==> config.mk <==
export PLATFORM = sky130hd
export DESIGN_NAME = elastic_fifo
export DESIGN_NICKNAME = d
export VERILOG_FILES = /design/src/rtl/cgra_pkg.sv /design/src/rtl/fifo_regfile.sv /design/src/rtl/elastic_fifo.sv
export SDC_FILE = /design/constraint.sdc
export NUM_CORES = 1
export LEC_CHECK = 0
export BUFFER_PORTS_ARGS = -buffer_cell sky130_fd_sc_hd__buf_2
export CAP_MARGIN = 20
export CORE_MARGIN = 1
export CORE_UTILIZATION = 44
export DETAILED_ROUTE_END_ITERATION = 7
export GPL_TIMING_DRIVEN = 1
export HOLD_SLACK_MARGIN = 0.02
export PLACE_DENSITY_LB_ADDON = 0.15
export SETUP_SLACK_MARGIN = 0.05
export SYNTH_ARGS = -nofsm -noshare
export SYNTH_HDL_FRONTEND = slang
export SYNTH_SLANG_ARGS = --single-unit
==> constraint.sdc <==
create_clock -name clk_i -period 3.2 [get_ports clk_i]
set_clock_uncertainty 0.1 [all_clocks]
set_input_delay 0.32 -clock clk_i [delete_from_list [all_inputs] [get_ports clk_i]]
set_output_delay 0.32 -clock clk_i [all_outputs]
set_load 0.05 [all_outputs]
==> src/rtl/cgra_pkg.sv <==
// Shared CGRA definitions: default token width, FIFO depth limit and the elastic channel type.
package cgra_pkg;

  localparam int unsigned CGRA_DATA_WIDTH = 32;
  localparam int unsigned FIFO_MAX_DEPTH  = 16;

  typedef struct packed {
    logic [CGRA_DATA_WIDTH-1:0] data;
    logic                       valid;
  } elastic_ch_t;

  // Slot-index width; a one-slot store still needs a 1-bit pointer.
  function automatic int unsigned ptr_width(input int unsigned depth);
    return (depth <= 1) ? 1 : $clog2(depth);
  endfunction

endpackage

==> src/rtl/fifo_regfile.sv <==
// DEPTH x DATA_WIDTH token store: one synchronous write port, one asynchronous read port.
module fifo_regfile
  import cgra_pkg::*;
#(
  parameter int unsigned DATA_WIDTH = CGRA_DATA_WIDTH,
  parameter int unsigned DEPTH      = 2,
  parameter int unsigned AW         = ptr_width(DEPTH)
) (
  input  logic                  clk,
  input  logic                  we,
  input  logic [AW-1:0]         waddr,
  input  logic [DATA_WIDTH-1:0] wdata,
  input  logic [AW-1:0]         raddr,
  output logic [DATA_WIDTH-1:0] rdata
);

  // Contents are deliberately left unreset; occupancy lives in the controller.
  logic [DATA_WIDTH-1:0] mem [DEPTH];

  always_ff @(posedge clk) begin
    if (we) mem[waddr] <= wdata;
  end

  assign rdata = mem[raddr];

endmodule

==> src/rtl/elastic_fifo.sv <==
// Elastic valid/ready buffer behind a CGRA input mux; in-order, registered, count-tracked.
// Optional zero-latency empty bypass is enabled by defining ELASTIC_FIFO_BYPASS_EN.
module elastic_fifo
  import cgra_pkg::*;
#(
  parameter int unsigned DATA_WIDTH = CGRA_DATA_WIDTH,
  parameter int unsigned DEPTH      = 2
) (
  input  logic                         clk_i,
  input  logic                         rst_ni,
  input  logic                         clr_i,
  input  logic [DATA_WIDTH-1:0]        data_i,
  input  logic                         valid_i,
  output logic                         ready_o,
  output logic [DATA_WIDTH-1:0]        data_o,
  output logic                         valid_o,
  input  logic                         ready_i,
  output logic [$clog2(DEPTH+1)-1:0]   count_o
);

  localparam int unsigned AW = ptr_width(DEPTH);
  localparam int unsigned CW = $clog2(DEPTH + 1);

  logic [AW-1:0]         rd_ptr;
  logic [AW-1:0]         wr_ptr;
  logic [CW-1:0]         count;
  logic [DATA_WIDTH-1:0] rdata;
  logic                  empty;
  logic                  full;
  logic                  push;
  logic                  pop;
  logic                  passthru;
  logic                  wr_en;
  logic                  rd_adv;

  assign empty = (count == '0);
  assign full  = (count == CW'(DEPTH));

  // Handshake: a token moves on a side only in a cycle where both valid and ready
  // are high there (push = valid_i & ready_o, pop = valid_o & ready_i). ready_o is
  // a function of stored state only, so ready_i never reaches ready_o.
  assign ready_o = !full;

`ifdef ELASTIC_FIFO_BYPASS_EN
  assign valid_o  = !empty || valid_i;
  assign data_o   = !empty ? rdata : (valid_i ? data_i : '0);
  assign passthru = empty && valid_i && ready_i;
`else
  assign valid_o  = !empty;
  assign data_o   = !empty ? rdata : '0;
  assign passthru = 1'b0;
`endif

  assign push = valid_i && ready_o;
  assign pop  = valid_o && ready_i;

  // A passed-through token touches neither the store nor the pointers.
  assign wr_en  = push && !passthru && !clr_i;
  assign rd_adv = pop && !passthru;

  fifo_regfile #(
    .DATA_WIDTH (DATA_WIDTH),
    .DEPTH      (DEPTH),
    .AW         (AW)
  ) u_regfile (
    .clk   (clk_i),
    .we    (wr_en),
    .waddr (wr_ptr),
    .wdata (data_i),
    .raddr (rd_ptr),
    .rdata (rdata)
  );

  always_ff @(posedge clk_i) begin
    if (!rst_ni || clr_i) begin
      rd_ptr <= '0;
      wr_ptr <= '0;
      count  <= '0;
    end else begin
      if (wr_en) wr_ptr <= (wr_ptr == AW'(DEPTH - 1)) ? '0 : wr_ptr + AW'(1);
      if (rd_adv) rd_ptr <= (rd_ptr == AW'(DEPTH - 1)) ? '0 : rd_ptr + AW'(1);
      case ({wr_en, rd_adv})
        2'b10:   count <= count + CW'(1);
        2'b01:   count <= count - CW'(1);
        default: count <= count;
      endcase
    end
  end

  assign count_o = count;

endmodule

==> metrics.txt <==
worst setup path class reg -> out; average size of a mapped cell ~16 µm²; number of global-route vias before repair roughly 1.5k; Pleak about 0.0013 µW; final hold violations 0; post-route ant nets 0; register area around 2000 µm²; Synthesized Nets between 200 and 250; Hold Crit Class in -> reg; DRC viols 0; RSZ-0062 raised after global routing no; Syn. warnings 0; fillers roughly 470; hold path depth 1; P_int between 1500 and 2000 µW; Hold EP u_regfile.mem[1][27]; Clock Tree Buf Depth 2; leading post-synthesis cells by cell area edfxtp_1 73%, mux2i_1 12%, nor2_1 5.4%; initial antenna violation count 0; Mapped Cells 164; Worst-Margin Slew slightly above 900 ps; initial core utilization ~47%; nature of the critical path endpoint primary output; Die Ht between 70 and 80 µm; H-Tree Depth 3; DRT Wirelength about 4300 µm; Mapped Area 2640 µm²; largest net degree at the start of global routing 33; Port Buffers between 70 and 80; PwrDens around 600 nW/µm²; R2R depth 3; DRT iter0 DRCs 91; first-pass GRT wire length 6730 µm; critical path fanouts, max 20; Core Box Area 5640 µm²; Peak Freq roughly 440 MHz; clock slew at the register clock pins of the worst setup and hold paths approximately 70 ps; Placer Congestion about 0.67; fin area between 3000 and 4000 µm²; CTS tree built; final period utilization a little over two thirds; hold_ws roughly 76 ps; root buf cell clkbuf_8; worst vdd ir 381 µV; Critical Path RT ~2800 ps; number of synthesized register bits 69; # Max-Cap Violations 0; Rel. slew slack roughly two fifths; Synth area leader edfxtp_1; minimum clock period ~2300 ps; nets@finish between 200 and 300; worst r2r src count_o[0]; HPWL Detailed approximately 2800 µm; layout cell share with drive strength beyond 1 37.8%; clk sinks 69; Total GRT Usage approximately 15%; hold buffer count at cts 0; Gate power share 7.8%; status completed; share of power burned in registers 51.1%; Avg WL per Cell roughly 13 µm; multi-input logic area 573 µm²; synth-to-layout area growth 26.4%; Critical Path AT 1840 ps; io pins between 70 and 80; Slew Viols, Final 0; grt ovf 0; post-synthesis cell type count 17; dpl cell area ~3000 µm²; CTS resizes 0; die footprint around 6300 µm²; FF-to-FF setup slack 1100 ps; Worst setup SP type flip-flop; register area share after synthesis about three quarters; Net Sw Frac about a fifth; Finish-stage setup viols 0; Final TNS setup 0 ps; Switching Power between 400 and 500 µW; antenna fix cells 0; Rows 27; power share of the clock group 41.1%; reg2reg end u_regfile.mem[1][6]; Worst-Skew Late Latency between 300 and 400 ps; Die X 79.4 µm; Vias/cell 4.68; setup bufs post-CTS 0; drt pass-1 iters 4; DR vias approximately 1.5k; Synth top area share 72.9%; Hold Path Origin data_i[27]; TritonCTS buffer count 9
[power groups by stage]
stage | clock [µW] | sequential [µW] | combinational, µW
floorplan | 0 | 1040 | 99.6
global placement | 0 | 1040 | 156
detailed placement | 0 | 1040 | 157
CTS | 831 | 1020 | 158
global route | 865 | 1020 | 167
finish | 822 | 1020 | 155
[cells by family after synthesis]
group           after synthesis  synth area share (%)
simple gates                 43                  6.41
compound gates                5                  1.04
fa+ha+maj                     1                 0.475
flops                        69                  76.7
mux                          32                  12.2
buf+inv                      11                  2.18
xor+xnor                      3                 0.997
[worst max-delay path by stage]
stage | startpoint | to | cells after the start
6_report | count_o[1] | data_o[17] | 4
5_1_grt | count_o[1] | data_o[23] | 4
4_1_cts | count_o[1] | data_o[26] | 4
3_5_place_dp | count_o[0] | u_regfile.mem[1][13] | 3
3_3_place_gp | count_o[0] | u_regfile.mem[1][16] | 3
2_1_floorplan | count_o[0] | u_regfile.mem[0][0] | 3
[through the flow]
stage,util [%],power (µW),worst slack [ps],std cells
5_1_grt,59.0,2060,775,321
3_5_place_dp,54.8,1200,1050,305
4_1_cts,59.0,2010,890,321
6_report,59.0,2000,940,321
2_1_floorplan,-,1140,-173,164
3_3_place_gp,54.8,1200,1080,305
[sequential cells by signal, summed over array words and instances, names as in the netlist, named ones only]
register,flops
count_o,2
rd_ptr,1
u_regfile.mem,64
wr_ptr,1
[synth_stat cells]
library cell  number
ha_1               1
mux2i_1           32
inv_1              4
nand3_1            2
buf_2              4
a21o_1             1
buf_4              3
dfxtp_1            5
nor2_1            38
a21oi_1            2
o21ai_0            2
xnor2_1            1
or3_1              1
xor2_1             2
nand2b_1           1
edfxtp_1          64
nand2_1            1
[cells in the final DEF, fill, tap and decap left out, drive strengths merged]
| cell | instances |
|---|---|
| o21ai | 2 |
| mux2i | 32 |
| nand2 | 1 |
| a21oi | 2 |
| xnor2 | 1 |
| xor2 | 2 |
| clkbuf | 9 |
| or3 | 1 |
| dfxtp | 5 |
| nand2b | 1 |
| clkinvlp | 1 |
| ha | 1 |
| clkinv | 3 |
| inv | 4 |
| bufinv | 3 |
| buf | 76 |
| nand3 | 2 |
| a21o | 1 |
| nor2 | 38 |
| edfxtp | 64 |
[layout make-up]
cell class / instances / area share, %
sequential: 69 / 60.8
multi-input combinational: 84 / 17.2
timing repair buffer: 76 / 11.7
clock buffer: 9 / 3.72
clock inverter: 7 / 3.42
tap: 72 / 2.71
inverter: 4 / 0.451
[routing by layer]
metal	part of all wire [%]	global-route usage, %	wire length, µm	up-vias
li1	-	-	-	755
met5	0	0	0	-
met2	46	24.3	1990	64
met4	0.88	6.00	38	0
met3	8.3	5.83	357	6
met1	45	17.4	1930	678
[worst max-delay path, cell delays in order, from the launching register on]
cell and delay, ps:
dfxtp_1 350, nor2_2 510, buf_4 350, nor2_1 80
buf_2 210
Note: power is estimated with default switching activity, not from simulation.
